### src/rtl/dac_pkg.sv
// Shared types and constants for the outbound serial DAC path.
// Latency: n/a (package only).
// Backpressure: n/a (package only).
//
// Contents:
//   DAC_FRAME_W      bits per DAC frame (addr[1:0], rng, code[7:0])
//   dac_state_t      transmitter FSM states
//   DAC_ADDR_DEF     default channel select
//   DAC_RNG_DEF      default range bit
//   dac_frame()      assembles the 11-bit frame, MSB sent first
package dac_pkg;

  localparam int DAC_FRAME_W = 11;

  localparam logic [1:0] DAC_ADDR_DEF = 2'b00;
  localparam logic       DAC_RNG_DEF  = 1'b0;

  typedef enum logic [2:0] {
    IDLE,
    SHIFT,
    LOAD,
    UPDATE,
    GAP
  } dac_state_t;

  function automatic logic [DAC_FRAME_W-1:0] dac_frame(
    input logic [1:0] addr,
    input logic       rng,
    input logic [7:0] code
  );
    return {addr, rng, code};
  endfunction

endpackage

### src/rtl/dac_clk_div.sv
// Phase timer for the DAC serial clock: one-cycle phase_tick every CLK_DIV clk cycles.
// Latency: first tick CLK_DIV-1 cycles after the restart edge, then every CLK_DIV cycles.
// Backpressure: none; free-running, realigned by restart.
//
// Ports:
//   clk, reset   system clock, asynchronous active-high reset
//   restart      realigns the counter so the next tick lands CLK_DIV cycles later
//   phase_tick   high during the last cycle of each phase
module dac_clk_div #(
  parameter int CLK_DIV = 4
) (
  input  logic clk,
  input  logic reset,
  input  logic restart,
  output logic phase_tick
);

  localparam int             CW       = (CLK_DIV > 1) ? $clog2(CLK_DIV) : 1;
  localparam logic [CW-1:0]  CNT_LAST = CW'(CLK_DIV - 1);

  logic [CW-1:0] cnt;

  always_ff @(posedge clk or posedge reset) begin
    if (reset) begin
      cnt <= '0;
    end else if (restart || (cnt == CNT_LAST)) begin
      cnt <= '0;
    end else begin
      cnt <= cnt + CW'(1);
    end
  end

  // With CLK_DIV=1 the counter sits at 0 and every cycle is a tick.
  assign phase_tick = (cnt == CNT_LAST);

endmodule

### src/rtl/dac_serial_tx.sv
// Serial transmitter for a TLC5620-style 8-bit DAC: 11-bit frame, then LOAD and LDAC strobes.
// Latency: 25*CLK_DIV cycles per frame from transfer edge to next accepted sample.
// Backpressure: sample_ready low for the whole frame; valid while busy is ignored, not queued.
//
// Ports:
//   clk, reset                 system clock, asynchronous active-high reset
//   sample_data/valid/ready    one 8-bit DAC code per handshake
//   dac_clk, dac_data          serial clock and MSB-first data (DAC samples on dac_clk fall)
//   dac_load_n, dac_ldac_n     active-low frame latch and output update strobes
//   busy                       frame in progress (== !sample_ready)
//   frames_sent                wrapping count of completed frames
module dac_serial_tx
  import dac_pkg::*;
#(
  parameter int         CLK_DIV  = 4,
  parameter logic [1:0] DAC_ADDR = DAC_ADDR_DEF,
  parameter logic       DAC_RNG  = DAC_RNG_DEF
) (
  input  logic        clk,
  input  logic        reset,
  input  logic [7:0]  sample_data,
  input  logic        sample_valid,
  output logic        sample_ready,
  output logic        dac_clk,
  output logic        dac_data,
  output logic        dac_load_n,
  output logic        dac_ldac_n,
  output logic        busy,
  output logic [15:0] frames_sent
);

  localparam logic [3:0] BIT_LAST = 4'(DAC_FRAME_W - 1);

  dac_state_t             state, state_nxt;
  logic [DAC_FRAME_W-1:0] shreg, shreg_nxt;
  logic [3:0]             bit_cnt, bit_cnt_nxt;
  logic                   clk_q, clk_nxt;
  logic                   data_q, data_nxt;
  logic                   load_n_q, load_n_nxt;
  logic                   ldac_n_q, ldac_n_nxt;
  logic [15:0]            frames_q, frames_nxt;

  logic phase_tick;
  logic transfer;

  dac_clk_div #(.CLK_DIV(CLK_DIV)) u_div (
    .clk        (clk),
    .reset      (reset),
    .restart    (transfer),
    .phase_tick (phase_tick)
  );

  // Ready is also raised in the last GAP cycle so a producer already holding
  // valid is taken on the edge that ends GAP: no idle cycle between frames.
  // It decodes registered state only, so nothing from the inputs reaches it.
  assign sample_ready = (state == IDLE) || ((state == GAP) && phase_tick);
  assign busy         = !sample_ready;
  assign transfer     = sample_valid && sample_ready;

  always_comb begin
    state_nxt   = state;
    shreg_nxt   = shreg;
    bit_cnt_nxt = bit_cnt;
    clk_nxt     = clk_q;
    data_nxt    = data_q;
    load_n_nxt  = load_n_q;
    ldac_n_nxt  = ldac_n_q;
    frames_nxt  = frames_q;

    case (state)
      IDLE: begin
      end
      SHIFT: begin
        // dac_clk itself marks the phase: high = phase H, low = phase L.
        if (phase_tick) begin
          if (clk_q) begin
            clk_nxt = 1'b0;
          end else if (bit_cnt == BIT_LAST) begin
            state_nxt  = LOAD;
            load_n_nxt = 1'b0;
          end else begin
            // Data only moves at the start of phase H, giving a full phase of
            // setup and hold around the falling edge.
            bit_cnt_nxt = bit_cnt + 4'd1;
            clk_nxt     = 1'b1;
            data_nxt    = shreg[DAC_FRAME_W-2];
            shreg_nxt   = {shreg[DAC_FRAME_W-2:0], 1'b0};
          end
        end
      end
      LOAD: begin
        if (phase_tick) begin
          state_nxt  = UPDATE;
          load_n_nxt = 1'b1;
          ldac_n_nxt = 1'b0;
        end
      end
      UPDATE: begin
        if (phase_tick) begin
          state_nxt  = GAP;
          ldac_n_nxt = 1'b1;
          frames_nxt = frames_q + 16'd1;
        end
      end
      GAP: begin
        if (phase_tick) begin
          state_nxt = IDLE;
        end
      end
      default: begin
        state_nxt = IDLE;
      end
    endcase

    // A transfer (from IDLE or the final GAP cycle) starts bit 10's phase H.
    if (transfer) begin
      state_nxt   = SHIFT;
      shreg_nxt   = dac_frame(DAC_ADDR, DAC_RNG, sample_data);
      bit_cnt_nxt = 4'd0;
      clk_nxt     = 1'b1;
      data_nxt    = DAC_ADDR[1];
    end
  end

  always_ff @(posedge clk or posedge reset) begin
    if (reset) begin
      state    <= IDLE;
      shreg    <= '0;
      bit_cnt  <= 4'd0;
      clk_q    <= 1'b0;
      data_q   <= 1'b0;
      load_n_q <= 1'b1;
      ldac_n_q <= 1'b1;
      frames_q <= 16'd0;
    end else begin
      state    <= state_nxt;
      shreg    <= shreg_nxt;
      bit_cnt  <= bit_cnt_nxt;
      clk_q    <= clk_nxt;
      data_q   <= data_nxt;
      load_n_q <= load_n_nxt;
      ldac_n_q <= ldac_n_nxt;
      frames_q <= frames_nxt;
    end
  end

  assign dac_clk     = clk_q;
  assign dac_data    = data_q;
  assign dac_load_n  = load_n_q;
  assign dac_ldac_n  = ldac_n_q;
  assign frames_sent = frames_q;

endmodule

### config.mk
export PLATFORM = sky130hd
export DESIGN_NAME = dac_serial_tx
export DESIGN_NICKNAME = d
export VERILOG_FILES = /design/src/rtl/dac_pkg.sv /design/src/rtl/dac_clk_div.sv /design/src/rtl/dac_serial_tx.sv
export SDC_FILE = /design/constraint.sdc
export NUM_CORES = 1
export LEC_CHECK = 0
export CAP_MARGIN = 20
export CORE_MARGIN = 5
export CORE_UTILIZATION = 46
export CTS_CLUSTER_SIZE = 25
export DETAILED_ROUTE_END_ITERATION = 6
export PLACE_DENSITY = 0.72
export SLEW_MARGIN = 15
export SYNTH_ARGS = -nofsm -noshare
export SYNTH_HDL_FRONTEND = slang
export SYNTH_SLANG_ARGS = --single-unit
export TNS_END_PERCENT = 30
### constraint.sdc
create_clock -name clk -period 1.7 [get_ports clk]
set_clock_uncertainty 0.05 [all_clocks]
set_input_delay 0.51 -clock clk [delete_from_list [all_inputs] [get_ports clk]]
set_output_delay 0.51 -clock clk [all_outputs]
set_load 0.05 [all_outputs]
; After elaboration in Yosys (flattened, before gate mapping)
; Cells that the tools add are included.
[classes]
n_reduce_logical = 16
eq_ne = 20
muxes = 36
add_sub_neg = 3
[ops]
columns = op, n
row1 = 10-bit 2-to-1 mux, 5
row2 = 3-bit 2-to-1 mux, 7
row3 = 4-bit 2-to-1 mux, 5
row4 = 3-bit by 2-bit inequality test with 1-bit output (second input constant), 6
row5 = 16-bit by 1-bit adder with 16-bit output (second input constant), 1
row6 = 1-bit 2-to-1 mux, 15
row7 = 3-bit case mux with 5 select lines, 1
row8 = 2-bit inequality test (second input constant), 5
row9 = 2-bit nonzero test, 4
row10 = 7-bit AND reduction, 1
row11 = 3-bit by 2-bit == test with 1-bit output (second input constant), 2
row12 = 2-bit by 1-bit inequality test with 1-bit output (second input constant), 3
row13 = 5-bit AND reduction, 1
row14 = 4-bit by 1-bit adder with 4-bit output (second input constant), 1
row15 = 4-bit == test (second input constant), 1
row16 = 1-bit case mux with 2 select lines, 2
row17 = 2-bit AND reduction, 2
row18 = 4-bit AND reduction, 1
row19 = 3-bit by 1-bit == test with 1-bit output (second input constant), 1
row20 = 3-bit == test (second input constant), 1
row21 = 3-bit logical NOT, 1
row22 = 3-bit AND reduction, 1
row23 = 2-bit by 1-bit adder with 2-bit output (second input constant), 1
row24 = 2-bit == test (second input constant), 1
row25 = other kinds (4), 6
[word_totals]
elab_cells = 84
regBits = 39

; Depth between registers and ports, before layout
[logic_depth]
ltp_word = 6
ltp_mapped = 7
ltp_nobuf = 6

; Modules after synthesis
; From an unflattened synthesis, not the netlist that was laid out.
[hier_totals]
cells_unflattened = 185
hier_area_um2 = 1898.1
[modules_own_cells]
columns = mod, n_inst, seq_area_each_um2, area_each_um2, cells_each
row1 = dac_serial_tx, 1, 928.4, 1809.2, 179
row2 = dac_clk_div, 1, 50.0, 88.8, 6

; Least setup slack after synthesis
; Ideal clock, no wire load.
[synth_timing]
path_type = reg-to-output
from = register u_div.cnt[0]
to = output port busy
t_arrival_ns = 1.605
n_path_buf = 1
path_slack_ns = -0.465
path_stages_with_launch = 6
cell_sequence = dfrtp_1 > ha_1 > buf_2 > nand2b_1 > and2_1 > inv_1
[synth_between]
elab_chain_len = 4
[synth_rtl]
columns = element, line_no
row1 = from (decl), dac_clk_div.sv:21  ; logic [CW-1:0] cnt;
row2 = from (signal assigned), dac_clk_div.sv:29  ; cnt <= cnt + CW'(1);
row3 = 2-bit == test, dac_clk_div.sv:34  ; assign phase_tick = (cnt == CNT_LAST);
row4 = 1-bit logical AND, dac_serial_tx.sv:56  ; assign sample_ready = (state == IDLE) || ((state == GAP) && phase_tick);
row5 = 1-bit logical OR, dac_serial_tx.sv:56
row6 = named net sample_ready, dac_serial_tx.sv:23  ; output logic sample_ready,
row7 = 1-bit logical NOT, dac_serial_tx.sv:57  ; assign busy = !sample_ready;
row8 = to (decl), dac_serial_tx.sv:28  ; output logic busy,
; The timed path passes the listed nets, and every way through them passes these cells.

; Final worst setup path
[layout_timing]
from = register u_div.cnt[0]
to = output port busy
[layout_between]
elab_chain_len = 4
[layout_rtl]
columns = element, line_no
row1 = 2-bit == test, dac_clk_div.sv:34
row2 = 1-bit logical AND, dac_serial_tx.sv:56
row3 = 1-bit logical OR, dac_serial_tx.sv:56
row4 = 1-bit logical NOT, dac_serial_tx.sv:57
; Every way passes these cells.

==> parameters.txt <==
Parameter                              Value

Routing
  Antenna Nets Post-Route ... 0
  Met3 wire len ... 234 um
  Total routed wire length on the met1 layer ... about 1700 um
  Number of iterations in the first detailed-routing pass ... 4
  Met2 Wirelength ... approximately 2200 um
  Detailed Route Iter0 Violations ... 113
  Final routed wirelength across all metal layers ... 4160 um
  Top routing layer in use ... met4
  Via/cell ratio ... between 5 and 6
  DRC violations left ... 0
  Average routed wire per standard cell ... approximately 15 um
  Via total after detailed routing ... around 1500

Clock tree
  Clock transition at the registers of the reported paths ... about 70 ps
  Sinks on Clock Net ... 39
  CTS Root Buffer Type ... sky130_fd_sc_hd__clkbuf_8
  Total clock buffers created by CTS ... 5
  Cts-stage hold buffer count ... 0
  Clock latency on the worst-skew pair ... ~290 ps
  Bufs on Longest Clock Path ... 2
  H-tree levels ... 2
  CTS tree ... yes

Synth
  Count of flip-flops with a built-in enable after synthesis ... 0
  Number of flip-flops and latches in the synthesized netlist ... 39
  Synth unique cells ... 33
  Yosys synthesis warning count ... 0
  Syn nets ... between 150 and 200
  Netlist Area Pre-Place ... 1810 sq um
  Mean instance size in the synthesized netlist ... between 10 and 15 sq um
  Gate count of the mapped netlist ... between 150 and 200
  Fraction of the yosys area taken by sequential cells ... 0.542
  Async S/R FF share, synth ... 1.00
  Most instantiated flip-flop cell in the synthesis netlist ... sky130_fd_sc_hd__dfrtp_1

Worst hold path
  Worst Hold Path Cells ... 2
  Endpoint, Worst Hold ... shreg[9]$_DFFE_PP0P_
  Worst min-delay path category ... register to register
  Launch instance of the worst min-delay path ... shreg[8]$_DFFE_PP0P_

Timing
  Max Slew Vio Count ... 0
  Time the final worst path needs with I/O delays and setup ... 1920 ps
  Setup WS post-layout ... -222 ps
  Worst slew pin tran ... ~370 ps
  Hold WS ... ~450 ps
  Maximum clock rate ... between 500 and 600 MHz
  Unrepaired setup endpoints after global routing ... true
  Setup-failing EPs final ... 2
  Count of endpoints failing hold in the final timing report ... 0
  Ratio of final minimum period to clock period ... 1.13
  Relative slew slack ... 0.751

Placement
  Post-place setup slack ... -115 ps
  Weighted congestion reported at the end of routability-driven placement ... slightly below 0.8
  Number of I/O port buffers ... 32
  Number of instances in the placed design ... between 200 and 300
  Total half-perimeter wirelength after legalization and detailed placement ... between 3000 and 4000 um

Setup path
  Nature of the critical path endpoint ... primary output
  Cells on worst reg2reg path ... 6
  R2R setup slack ... approximately 30 ps
  Worst EP arrival ... approximately 1400 ps
  Worst EP required ... 1140 ps
  CP Cell Sequence ... ha_4 -> nand2b_4 -> and2_4 -> clkinvlp_4 -> buf_12
  Worst R2R End ... frames_sent[14]$_DFFE_PP0P_
  Worst Setup SP ... u_div.cnt[0]$_DFF_PP0_
  Startpoint of the worst register-to-register path ... u_div.cnt[0]$_DFF_PP0_
  Largest stage delay, worst path ... ~410 ps
  Startpoint class of the critical path ... register
  Largest fanout on the critical path ... 2
  Worst setup path category ... register to primary output
  Slowest cell on the critical path ... sky130_fd_sc_hd__dfrtp_1

Power and ir drop
  Leakage power ... 1.18 nW
  Pwr Density ... 1130 nW/um^2
  Clock network fraction of total power ... 0.251
  Relative contribution of combinational cells to total power ... 0.332
  Max VDD drop ... around 810 uV
  Net switching power figure ... approximately 1.1 mW
  Power Internal ... about 2.1 mW
  Switching portion of total power ... 0.331
  Fraction of power consumed by sequential logic ... 0.417

Floorplanning
  Chip height ... between 70 and 80 um
  Top-Level Pins ... 33
  DIE WIDTH ... 72.7 um
  Core outline area ... ~3700 sq um
  Initial cell density of the core ... 0.482
  Full die area ... around 5300 sq um
  Placement row count ... 22

Final layout
  Finished Layout Cells ... 283
  Final core utilization ... 0.754
  Nets ... ~250
  Highest-count cells in the layout ignoring fill and taps ... sky130_fd_sc_hd__nand2_1, sky130_fd_sc_hd__dfrtp_1, sky130_fd_sc_hd__buf_12, sky130_fd_sc_hd__buf_4, sky130_fd_sc_hd__xnor2_1
  Share of post-route cells with drive strength above 1 ... 0.379
  P&R area growth vs syn ... 56.3%
  Number of diodes added for antenna fixing ... 0
  Layout filler cell count ... 263
  Most common cell after layout, fill and taps aside ... sky130_fd_sc_hd__nand2_1

Global route
  Total GRT Usage ... 0.169
  Initial antenna violation count ... 0
  Total global routing overflow ... 0
  First-pass GRT wire length ... about 7000 um
  Vias in the first global route ... 1525
  Pin count of the biggest net entering global routing ... 40

Outcome
  Violated checks ... negative setup slack
  Outcome ... finished, violations left

Flow run
  Max-cap check violation count ... 0
[kinds of logic after synthesis]
family / count (synthesis) / share of synthesized area
AND/OR/NAND/NOR: 75 / 0.216
flip-flops: 39 / 0.542
AO/OA/AOI/OAI: 26 / 0.0859
XOR/XNOR: 17 / 0.0825
buffers and inverters: 13 / 0.0291
adder cells (fa/ha/maj): 4 / 0.0277
multiplexers: 3 / 0.0173
[through the flow]
stage | cell area [sq um] | setup TNS (ps) | total power [mW]
finish | 2820 | -378 | 3.18
global route | 2820 | -874 | 3.34
CTS | 2750 | -419 | 3.14
detailed placement | 2580 | -1420 | 2.32
global placement | 2580 | -680 | 2.26
floorplan | 1850 | -115 | 1.85
[registers in the layout, summed over array words and instances, names as in the netlist]
register     flops
bit_cnt          4
state            3
frames_sent     16
shreg           10
dac_ldac_n       1
dac_clk          1
dac_data         1
u_div.cnt        2
dac_load_n       1
[synth_stat cells, types with 2 or more instances]
cell,number,area (sq um)
sky130_fd_sc_hd__dfrtp_1,37,926
sky130_fd_sc_hd__and3_1,2,12.5
sky130_fd_sc_hd__a22oi_1,7,52.6
sky130_fd_sc_hd__buf_2,3,15.0
sky130_fd_sc_hd__nand3_1,5,25.0
sky130_fd_sc_hd__inv_1,6,22.5
sky130_fd_sc_hd__a21oi_1,2,10.0
sky130_fd_sc_hd__ha_1,4,50.1
sky130_fd_sc_hd__clkbuf_1,4,15.0
sky130_fd_sc_hd__nor2_1,12,45.0
sky130_fd_sc_hd__xnor2_1,15,131
sky130_fd_sc_hd__nand2_1,34,128
sky130_fd_sc_hd__o21ai_0,14,70.1
sky130_fd_sc_hd__dfstp_2,2,52.6
sky130_fd_sc_hd__mux2i_1,2,20.0
sky130_fd_sc_hd__nor4_1,2,12.5
sky130_fd_sc_hd__and2_1,2,12.5
sky130_fd_sc_hd__nand4_1,8,50.1
sky130_fd_sc_hd__xor2_1,2,17.5
[cell type report]
class | count | area (sq um) | area share
well taps | 48 | 60.1 | 0.0213
flip-flops and latches | 39 | 993 | 0.352
repair buffers | 57 | 752 | 0.267
clock inverters | 2 | 35.0 | 0.0124
multi-input cells | 125 | 872 | 0.309
inverters | 6 | 26.3 | 0.00931
clock buffers | 6 | 82.6 | 0.0293
[routing by layer]
layer / GRT usage / vias up
li1: - / 718
met1: 0.196 / 715
met2: 0.306 / 40
met3: 0.0413 / 9
met4: 0.0512 / 0
met5: 0 / -
[critical path, delay by kind of cell (launching register included)]
family,cells,cell delay [ps]
flip-flops,1,410
AND/OR/NAND/NOR,2,280
buffers and inverters,2,210
adder cells (fa/ha/maj),1,170
[repair_timing]
| action | CTS | global route |
|---|---|---|
| gates cloned | 0 | 0 |
| setup endpoints to repair | 22 | 20 |
| buffers inserted | 2 | 3 |
| resized for setup | 8 | 17 |
| pin swaps | 3 | 4 |
| hold endpoints to repair | 0 | 0 |
[worst max path at each step]
stage / to / depth (start not counted) / slack [ps]
CTS: busy / 5 / -240
global placement: busy / 5 / -70
floorplan: busy / 5 / -110
detailed placement: busy / 5 / -120
global route: busy / 5 / -270
finish: busy / 5 / -220
[power groups by stage]
stage / Clock, mW / Combinational [mW] / Sequential, mW
after CTS: 0.804 / 1.01 / 1.33
after detailed placement: 0 / 0.986 / 1.34
after global placement: 0 / 0.940 / 1.32
after floorplan: 0 / 0.446 / 1.40
after global routing: 0.842 / 1.15 / 1.35
final: 0.797 / 1.05 / 1.32
(Power assumes the default switching activity.)
